File: src/rtl/maze_pkg.sv
// Shared constants for the maze grid controller: cell states, grid size defaults,
// position packet field layout and FSM state encoding.
package maze_pkg;

  localparam int DEF_ROWS = 4;
  localparam int DEF_COLS = 5;

  localparam int PKT_ROW_LSB = 0;
  localparam int PKT_ROW_MSB = 1;
  localparam int PKT_COL_LSB = 2;
  localparam int PKT_COL_MSB = 4;

  localparam logic [1:0] CELL_UNVISITED = 2'd0;
  localparam logic [1:0] CELL_VISITED   = 2'd1;
  localparam logic [1:0] CELL_CURRENT   = 2'd2;
  localparam logic [1:0] CELL_FUTURE    = 2'd3;

  typedef enum logic [1:0] {
    IDLE   = 2'd0,
    WR_OLD = 2'd1,
    WR_NEW = 2'd2,
    CLEAR  = 2'd3
  } grid_state_t;

  function automatic int cell_index(input int row, input int col, input int cols);
    return row * cols + col;
  endfunction

endpackage

File: src/rtl/grid_arbiter.sv
// Shares the single grid access slot between the VGA reader and the FSM writer;
// reads win until the writer has stalled STARVE_MAX cycles in a row.
module grid_arbiter #(
  parameter int STARVE_MAX = 15
) (
  input  logic CLOCK,
  input  logic RESET_N,
  input  logic rd_en,
  input  logic wr_req,
  output logic wr_gnt,
  output logic rd_take,
  output logic rd_gnt
);

  localparam int CNT_W = (STARVE_MAX < 1) ? 1 : $clog2(STARVE_MAX + 1);

  logic [CNT_W-1:0] stall_cnt_r;
  logic             force_s;

  // Slot decision for the current cycle
  always_comb begin
    force_s = wr_req && rd_en && (stall_cnt_r == CNT_W'(STARVE_MAX));
    wr_gnt  = wr_req && (!rd_en || force_s);
    rd_take = rd_en && !force_s;
  end

  // Stall counter and registered read grant
  always_ff @(posedge CLOCK) begin
    if (!RESET_N) begin
      stall_cnt_r <= {CNT_W{1'b0}};
      rd_gnt      <= 1'b0;
    end else begin
      rd_gnt <= rd_take;
      if (wr_gnt || !wr_req) begin
        stall_cnt_r <= {CNT_W{1'b0}};
      end else begin
        stall_cnt_r <= stall_cnt_r + CNT_W'(1);
      end
    end
  end

endmodule

File: src/rtl/maze_grid_ctrl.sv
// Robot maze grid: tracks visited/current cells from position packets and serves VGA reads.
// Define GRID_DUP_FILTER_EN to swallow packets that repeat the current position.
module maze_grid_ctrl import maze_pkg::*; #(
  parameter int ROWS       = DEF_ROWS,
  parameter int COLS       = DEF_COLS,
  parameter int STARVE_MAX = 15
) (
  input  logic       CLOCK,
  input  logic       RESET_N,
  input  logic [4:0] PKT_IN,
  input  logic       PKT_VALID,
  output logic       PKT_READY,
  input  logic       CLEAR_REQ,
  input  logic       RD_EN,
  input  logic [1:0] RD_ROW,
  input  logic [2:0] RD_COL,
  output logic [1:0] RD_DATA,
  output logic       RD_GNT,
  output logic [4:0] CUR_POS,
  output logic       HAVE_POS,
  output logic       BUSY,
  output logic       ERR_BAD_PKT
);

  localparam int CELLS = ROWS * COLS;
  localparam int IDX_W = (CELLS > 1) ? $clog2(CELLS) : 1;

  grid_state_t      state_r;
  logic [1:0]       cells_r [CELLS];
  logic [4:0]       pkt_r;
  logic [4:0]       cur_pos_r;
  logic             have_pos_r;
  logic             err_r;
  logic             ready_r;
  logic [IDX_W-1:0] clr_idx_r;
  logic [1:0]       rd_data_r;

  logic             pkt_ok_s;
  logic             take_pkt_s;
  logic             accept_s;
  logic [IDX_W-1:0] new_idx_s;
  logic [IDX_W-1:0] old_idx_s;
  logic             rd_ok_s;
  logic [IDX_W-1:0] rd_idx_s;
  logic [1:0]       rd_cell_s;
  logic             wr_req_s;
  logic             wr_gnt_s;
  logic             rd_take_s;

  // Packet decode, cell addressing and handshake
  always_comb begin
    pkt_ok_s = (int'(PKT_IN[PKT_ROW_MSB:PKT_ROW_LSB]) < ROWS) &&
               (int'(PKT_IN[PKT_COL_MSB:PKT_COL_LSB]) < COLS);
`ifdef GRID_DUP_FILTER_EN
    take_pkt_s = pkt_ok_s && !(have_pos_r && (PKT_IN == cur_pos_r));
`else
    take_pkt_s = pkt_ok_s;
`endif
    PKT_READY = ready_r && (state_r == IDLE) && !CLEAR_REQ;
    accept_s  = PKT_VALID && PKT_READY;
    new_idx_s = IDX_W'(cell_index(int'(pkt_r[PKT_ROW_MSB:PKT_ROW_LSB]),
                                  int'(pkt_r[PKT_COL_MSB:PKT_COL_LSB]), COLS));
    old_idx_s = IDX_W'(cell_index(int'(cur_pos_r[PKT_ROW_MSB:PKT_ROW_LSB]),
                                  int'(cur_pos_r[PKT_COL_MSB:PKT_COL_LSB]), COLS));
    rd_ok_s   = (int'(RD_ROW) < ROWS) && (int'(RD_COL) < COLS);
    rd_idx_s  = IDX_W'(cell_index(int'(RD_ROW), int'(RD_COL), COLS));
    rd_cell_s = rd_ok_s ? cells_r[rd_idx_s] : CELL_UNVISITED;
    wr_req_s  = (state_r != IDLE);
  end

  assign BUSY        = (state_r != IDLE);
  assign RD_DATA     = rd_data_r;
  assign CUR_POS     = cur_pos_r;
  assign HAVE_POS    = have_pos_r;
  assign ERR_BAD_PKT = err_r;

  grid_arbiter #(.STARVE_MAX(STARVE_MAX)) u_arb (
    .CLOCK   (CLOCK),
    .RESET_N (RESET_N),
    .rd_en   (RD_EN),
    .wr_req  (wr_req_s),
    .wr_gnt  (wr_gnt_s),
    .rd_take (rd_take_s),
    .rd_gnt  (RD_GNT)
  );

  // Grid FSM, cell storage and read data register
  always_ff @(posedge CLOCK) begin
    if (!RESET_N) begin
      state_r    <= IDLE;
      for (int i = 0; i < CELLS; i++) cells_r[i] <= CELL_UNVISITED;
      pkt_r      <= 5'd0;
      cur_pos_r  <= 5'd0;
      have_pos_r <= 1'b0;
      err_r      <= 1'b0;
      ready_r    <= 1'b0;
      clr_idx_r  <= {IDX_W{1'b0}};
      rd_data_r  <= 2'd0;
    end else begin
      ready_r <= 1'b1;
      if (rd_take_s) rd_data_r <= rd_cell_s;
      case (state_r)
        IDLE: begin
          if (CLEAR_REQ) begin
            clr_idx_r <= {IDX_W{1'b0}};
            state_r   <= CLEAR;
          end else if (accept_s) begin
            if (!pkt_ok_s) begin
              err_r <= 1'b1;
            end else if (take_pkt_s) begin
              pkt_r   <= PKT_IN;
              state_r <= have_pos_r ? WR_OLD : WR_NEW;
            end
          end
        end
        WR_OLD: begin
          if (wr_gnt_s) begin
            cells_r[old_idx_s] <= CELL_VISITED;
            state_r            <= WR_NEW;
          end
        end
        WR_NEW: begin
          if (wr_gnt_s) begin
            cells_r[new_idx_s] <= CELL_CURRENT;
            cur_pos_r          <= pkt_r;
            have_pos_r         <= 1'b1;
            state_r            <= IDLE;
          end
        end
        CLEAR: begin
          if (wr_gnt_s) begin
            cells_r[clr_idx_r] <= CELL_UNVISITED;
            if (clr_idx_r == IDX_W'(CELLS - 1)) begin
              have_pos_r <= 1'b0;
              cur_pos_r  <= 5'd0;
              err_r      <= 1'b0;
              state_r    <= IDLE;
            end else begin
              clr_idx_r <= clr_idx_r + IDX_W'(1);
            end
          end
        end
        default: state_r <= IDLE;
      endcase
    end
  end

endmodule

File: config.mk
export PLATFORM = sky130hd
export DESIGN_NAME = maze_grid_ctrl
export DESIGN_NICKNAME = d
export VERILOG_FILES = /design/src/rtl/maze_pkg.sv /design/src/rtl/grid_arbiter.sv /design/src/rtl/maze_grid_ctrl.sv
export SDC_FILE = /design/constraint.sdc
export NUM_CORES = 1
export LEC_CHECK = 0
export BUFFER_PORTS_ARGS = -buffer_cell sky130_fd_sc_hd__clkbuf_2
export CORE_ASPECT_RATIO = 1.25
export CORE_MARGIN = 2
export CORE_UTILIZATION = 55
export DETAILED_ROUTE_END_ITERATION = 6
export PLACE_DENSITY = 0.76
export SETUP_SLACK_MARGIN = 0.5
export SYNTH_ARGS = -nofsm -noshare
export SYNTH_HDL_FRONTEND = slang
export SYNTH_HIERARCHICAL = 1
export SYNTH_SLANG_ARGS = --single-unit
File: constraint.sdc
create_clock -name CLOCK -period 2.96 [get_ports CLOCK]
set_clock_uncertainty 0.15 [all_clocks]
set_input_delay 0.444 -clock CLOCK [delete_from_list [all_inputs] [get_ports CLOCK]]
set_output_delay 0.444 -clock CLOCK [all_outputs]
set_load 0.02 [all_outputs]
==> metrics, run 1 <==
largest net degree at the start of global routing 19; maximum level of the CTS H-tree 3; synth warn 6; final instance area 6380 um2; top cell type's share of synthesized area 41.5%; Int Power 2.17 mW; Max-slew headroom 43.9%; Worst Setup SP state_r[1]; Clock Sinks 91; die height 107 um; Core Footprint 8190 um2; CP Capture Type register; Post-Synthesis Cell Area 4630 um2; RSZ-0062 raised after global routing true; number of distinct library cells after synthesis 52; leak pwr 2.45 nW; Routed WL 13,000 um; drt pass-1 iters 4; CTS tree done; crit path max fanout 7; clk_lat worst skew 380 ps; Root Buffer Master clkbuf_8; DR DRC count 0; status finished clean; final setup fails 0; Combinational Power Share 16.8%; post-layout net count 520; clk slew on worst S/H paths 90 ps; sw power 0.718 mW; Max-cap violations 0; register area share after synthesis 53.2%; Worst Setup Slack, final 160 ps; ys async rst share 0%; initial antenna violation count 0; post-DP HPWL 7070 um; most frequent cells after synthesis edfxtp_1 (64), nor2_1 (64), dfxtp_1 (27), mux2i_1 (23), o21ai_0 (22); Max Buffers Root-to-Sink 2; starting density of the core 56.5%; Layout Cells excl Fill 583; # IOs 27; Syn Nets 422; Final Hold Vio Count 0; CP arrival 2730 ps; R2R Path End cells_r[15][1]; port bufs 26; Pwr Density 452 nW/um2; initial DRC count 229; Setup CP Type reg -> reg; CP startpoint kind register; Main synth FF type edfxtp_1; row count 37; fin. max-slew vios 0; Period Utilization, post-route 94.6%; Avg WL per Cell 22.4 um; Multi-input gate area 2680 um2; via count 3,681; worst r2r src state_r[1]; pre-CTS setup slack 22.7 ps; largest cells by area after synthesis edfxtp_1 (42%), dfxtp_1 (12%), mux4_2 (5.8%); gp weighted congestion 0.854; placed inst area 5100 um2; Worst Setup EP cells_r[15][1]; Min Hold Slack 178 ps; # diodes 0; GR Overflow Total 0; CP Data Required Time 2890 ps; storage element area 2480 um2; Worst R2R Path Depth 11; share of layout cells above drive strength 1 52.7%; Total Routing Usage GR 26.4%; clock share of power 34.6%; antenna-violating nets left 0; routed vias/inst 6.31; EDFF count, synth 64; Slew @ Worst Pin 830 ps; Seq pwr share 48.6%; slack of the worst reg-to-reg path 160 ps; syn avg cell area 12.0 um2; #FFs+latches synth 91; dominant cell type by area after synthesis edfxtp_1; crit path time final 2800 ps; sw frac 24.9%; cell count after synthesis 384; vias in the first global route 3,706; f_max 0.357 GHz; die area 9160 um2; Layout area overhead 38.0%; setup TNS 0 ps; CTS buffer count 9; first-pass GRT wire length 18,200 um; Post-Place Cells 515; die width 86.0 um; Max VDD drop 0.365 mV; hold crit path type in -> reg; filler instances 437
==> cells in the final DEF, fill, tap and decap left out, types with 5 or more instances in the layout <==
cell type  instances
buf_4             54
mux4_2            12
a22o_1             5
o21ai_2            5
buf_6             20
nand2_1           10
ha_1              10
nand3_1            7
mux2i_1           22
ha_4               7
clkbuf_2          26
nand2_2            6
mux2_2             5
dfxtp_1           16
o21ai_0            7
o21ai_4           15
inv_1              7
nor2b_1            9
nor2_4            18
nor2_1            26
edfxtp_1          64
clkbuf_8           9
a21o_1             5
nor2_2            20
dfxtp_2           10
==> stage by stage <==
step           utilization [%]  total power, mW
2_1_floorplan                -             1.72
3_3_place_gp              62.3             1.81
3_5_place_dp              62.3             1.82
4_1_cts                   74.5             2.83
5_1_grt                   77.9             2.96
6_report                  77.9             2.89
==> power by group through the flow <==
stage          registers (mW)  clock network [mW]  logic (mW)
2_1_floorplan            1.43                   0       0.284
3_3_place_gp             1.43                   0       0.381
3_5_place_dp             1.43                   0       0.387
4_1_cts                  1.40               0.990       0.439
5_1_grt                  1.41                1.04       0.511
6_report                 1.40                1.00       0.485
==> flip-flops by register name, summed over array words and instances, names as in the netlist <==
signal	cells
cells_r	64
RD_DATA	2
u_arb/rd_gnt	1
clr_idx_r	5
u_arb/stall_cnt_r	4
HAVE_POS	1
CUR_POS	5
pkt_r	5
state_r	2
ready_r	1
ERR_BAD_PKT	1
==> critical path, stage by stage, from the launching register on <==
cell and delay (ps):
dfxtp_2 330, or2_4 260, inv_4 60, o21a_1 170
nor2_4 60, and3_4 180, buf_6 130, a221o_1 370
nor3_2 350, nand2_2 130, buf_6 170, o21ai_4 150
==> cell families (layout without fill, tap and decap cells) <==
kind of cell | Yosys count | after routing | share of synthesized area, %
AND/OR/NAND/NOR | 125 | 125 | 12.8
flip-flops | 91 | 91 | 53.2
AO/OA/AOI/OAI | 70 | 70 | 10.4
multiplexers | 40 | 40 | 12.0
buffers and inverters | 26 | 128 | 3.11
adder cells (fa/ha/maj) | 23 | 23 | 6.71
XOR/XNOR | 9 | 9 | 1.70
==> repair_timing <==
action	in CTS	in global routing
setup endpoints to repair	104	106
buffers inserted	42	11
pin swaps	37	5
hold buffers	0	0
cloned	0	0
resized for setup	105	48
==> final cells by class <==
type                       instances  share of cell area (%)
clock buffer                      10                    2.00
clock inverter                     5                    1.61
inverter                           9                   0.686
multi-input combinational        267                    42.0
sequential                        91                    38.8
tap                               97                    1.90
timing repair buffer             104                    12.9
==> routing by layer <==
layer	GRT usage, %	up-vias	part of all wire (%)	wire length [um]
li1	-	1628	-	-
met1	29.0	1826	37	4770
met2	47.3	166	53	6970
met3	3.49	61	4.8	630
met4	16.1	0	5.1	664
met5	0	-	0	0
==> worst min-delay path by stage <==
stage / endpoint / cells past startpoint / slack, ps / start
2_1_floorplan: u_arb/stall_cnt_r[0] / 1 / 270 / u_arb/stall_cnt_r[0]
3_3_place_gp: u_arb/stall_cnt_r[0] / 1 / 280 / u_arb/stall_cnt_r[0]
3_5_place_dp: RD_DATA[0] / 2 / 300 / RD_DATA[0]
4_1_cts: pkt_r[0] / 3 / 180 / PKT_IN[0]
5_1_grt: pkt_r[2] / 3 / 190 / PKT_IN[2]
6_report: pkt_r[0] / 3 / 180 / PKT_IN[0]
Power figures use the tool's default switching activity.
==> inputs of run 2 (changes only) <==
CORE_UTILIZATION = 61   (was 55)
PLACE_DENSITY = 0.8   (was 0.76)
clock period = 2.95 ns   (was 2.96 ns; I/O delays follow)
==> metrics, run 2 (synthesis results as in run 1) <==
f_max 0.355 GHz (was 0.357 GHz); antenna-violating nets left 0 (unchanged); largest net degree at the start of global routing 19 (unchanged); Seq pwr share 52.1% (was 48.6%); # IOs 27 (unchanged); met2 global-route usage 58.7% (was 47.3%); Setup CP Type reg -> reg (unchanged); first-pass GRT wire length 19,100 um (was 18,200 um); Root Buffer Master clkbuf_8 (unchanged); RSZ-0062 raised after global routing true (unchanged); Post-Place Cells 511 (was 515); final instance area 6490 um2 (was 6380 um2); Total Routing Usage GR 31.8% (was 26.4%); Int Power 1.92 mW (was 2.17 mW); Combinational Power Share 18.9% (was 16.8%); Avg WL per Cell 26.4 um (was 22.4 um); share of layout cells above drive strength 1 54.3% (was 52.7%); commonest cells after routing, fill and taps aside edfxtp_1 (64), buf_4 (48), nor2_4 (30), buf_6 (25), clkbuf_2 (24) (was edfxtp_1 (64), buf_4 (54), nor2_1 (26), clkbuf_2 (26), mux2i_1 (22)); clock share of power 29.0% (was 34.6%); post-DP HPWL 7420 um (was 7070 um); setup TNS 0 ps (unchanged); Max Buffers Root-to-Sink 2 (unchanged); row count 35 (was 37); hold endpoint pkt_r[4] (was pkt_r[0]); via count 3,905 (was 3,681); final setup fails 0 (unchanged); die area 8300 um2 (was 9160 um2); clk slew on worst S/H paths 90 ps (about the same); Max-cap violations 0 (unchanged); sw power 0.786 mW (was 0.718 mW); gp weighted congestion 0.836 (was 0.854); placed inst area 5100 um2 (about the same); CP Data Required Time 2850 ps (was 2890 ps); Core Footprint 7360 um2 (was 8190 um2); Final Hold Vio Count 0 (unchanged); Layout Cells excl Fill 578 (was 583); Global Route met1 Usage 35.4% (was 29.0%); vias in the first global route 3,718 (was 3,706); Worst Setup Slack, final 136 ps (was 160 ps); GR Overflow Total 0 (unchanged); Largest Register cells_r (unchanged); maximum level of the CTS H-tree 3 (unchanged); Worst R2R Path Depth 10 (was 11); Clock Sinks 91 (unchanged); CP Capture Type register (unchanged); clk_lat worst skew 380 ps (about the same); leading cell type in the layout, fill and taps excluded edfxtp_1 (unchanged); DR DRC count 0 (unchanged); Crit-path slowest cell dfxtp_4 (was a221o_1); CTS tree done (unchanged); initial antenna violation count 0 (unchanged); # diodes 0 (unchanged); min-delay src PKT_IN[4] (was PKT_IN[0]); starting density of the core 62.9% (was 56.5%); fin. max-slew vios 0 (unchanged); die height 101 um (was 107 um); routed vias/inst 6.76 (was 6.31); pre-CTS setup slack -18.5 ps (was 22.7 ps); Post-CTS Hold Buffers 0 (unchanged); Layout area overhead 40.4% (was 38.0%); Max VDD drop 0.431 mV (was 0.365 mV); sw frac 29.0% (was 24.9%); crit path time final 2810 ps (was 2800 ps); Slew @ Worst Pin 831 ps (was 830 ps); die width 81.9 um (was 86.0 um); crit path max fanout 4 (was 7); initial DRC count 340 (was 229); Pwr Density 417 nW/um2 (was 452 nW/um2); slack of the worst reg-to-reg path 140 ps (was 160 ps); fin util 88.3% (was 77.9%); CP arrival 2710 ps (was 2730 ps); met3 GRT Util 5.08% (was 3.49%); port bufs 26 (unchanged); crit-path max cell delay 370 ps (about the same); max reg flops 64 (unchanged); Tot Pwr 2.71 mW (was 2.89 mW); R2R Path End cells_r[2][0] (was cells_r[15][1]); Routed WL 15,200 um (was 13,000 um); post-layout net count 519 (was 520); CP startpoint kind register (unchanged); Period Utilization, post-route 95.4% (was 94.6%); most used routing layer in global routing met2 (unchanged); CP Cell Sequence ha_4 -> nand3_2 -> o21a_1 -> nor2_4 -> buf_4 -> a31oi_1 -> a21o_1 -> nor3_4 -> nand2_2 -> o21ai_1 (was or2_4 -> inv_4 -> o21a_1 -> nor2_4 -> and3_4 -> buf_6 -> a221o_1 -> nor3_2 -> nand2_2 -> buf_6 -> o21ai_4); Max-slew headroom 43.8% (was 43.9%); WHS Path Cells 3 (unchanged); worst r2r src u_arb/stall_cnt_r[0] (was state_r[1]); status finished clean (unchanged); leak pwr 2.40 nW (was 2.45 nW); CTS buffer count 9 (unchanged); hold crit path type in -> reg (unchanged); Min Hold Slack 202 ps (was 178 ps); drt pass-1 iters 5 (was 4)
run 2: changes by cell type in the layout (fill, tap and decap cells not counted), sizes merged:
cell    previous run  this run
inv                9        10
clkinv             1         5
clkbuf            36        33
buf               78        79
bufinv             3         0
run 2: cell type report:
class	count	area [um2]
multi-input combinational	267	2820
sequential	91	2480
timing repair buffer	103	862
fill	278	862
clock buffer	9	124
tap	92	115
inverter	9	43.8
clock inverter	7	42.5
run 2: routing by layer:
metal  routed length [um]  part of all wire (%)
met5                    0                     0
met4                  867                   5.7
met1                 5220                    34
met3                 1110                   7.3
met2                 8040                    53
run 2: worst max path at each step:
stage	slack [ps]	to	startpoint	depth (start not counted)
finish	140	cells_r[2][0]	u_arb/stall_cnt_r[0]	10
CTS	300	cells_r[13][1]	state_r[1]	11
global placement	80	cells_r[5][1]	u_arb/stall_cnt_r[0]	11
global route	120	cells_r[11][0]	state_r[1]	11
floorplan	220	cells_r[2][0]	pkt_r[1]	7
detailed placement	-20	cells_r[3][0]	u_arb/stall_cnt_r[0]	9
run 2: power by group through the flow:
stage	logic (mW)	registers, mW	clock network, mW
floorplan	0.285	1.44	0
global placement	0.386	1.43	0
detailed placement	0.396	1.44	0
CTS	0.450	1.41	0.754
global route	0.537	1.41	0.816
finish	0.513	1.41	0.785
run 2: what timing repair did:
item | 4_1_cts | 5_1_grt
setup buffers | 40 | 11
resized for setup | 120 | 72
gates cloned | 0 | 0
pin swaps | 34 | 23
setup endpoints to repair | 105 | 107
run 2: worst max-delay path: cells and delay by family, from the launching register on:
family | cells | cell delay, ps
AOI/OAI and AO/OA | 4 | 970
and+or+nand+nor | 4 | 700
DFF | 1 | 370
buffers and inverters | 1 | 160
adders and majority gates | 1 | 130
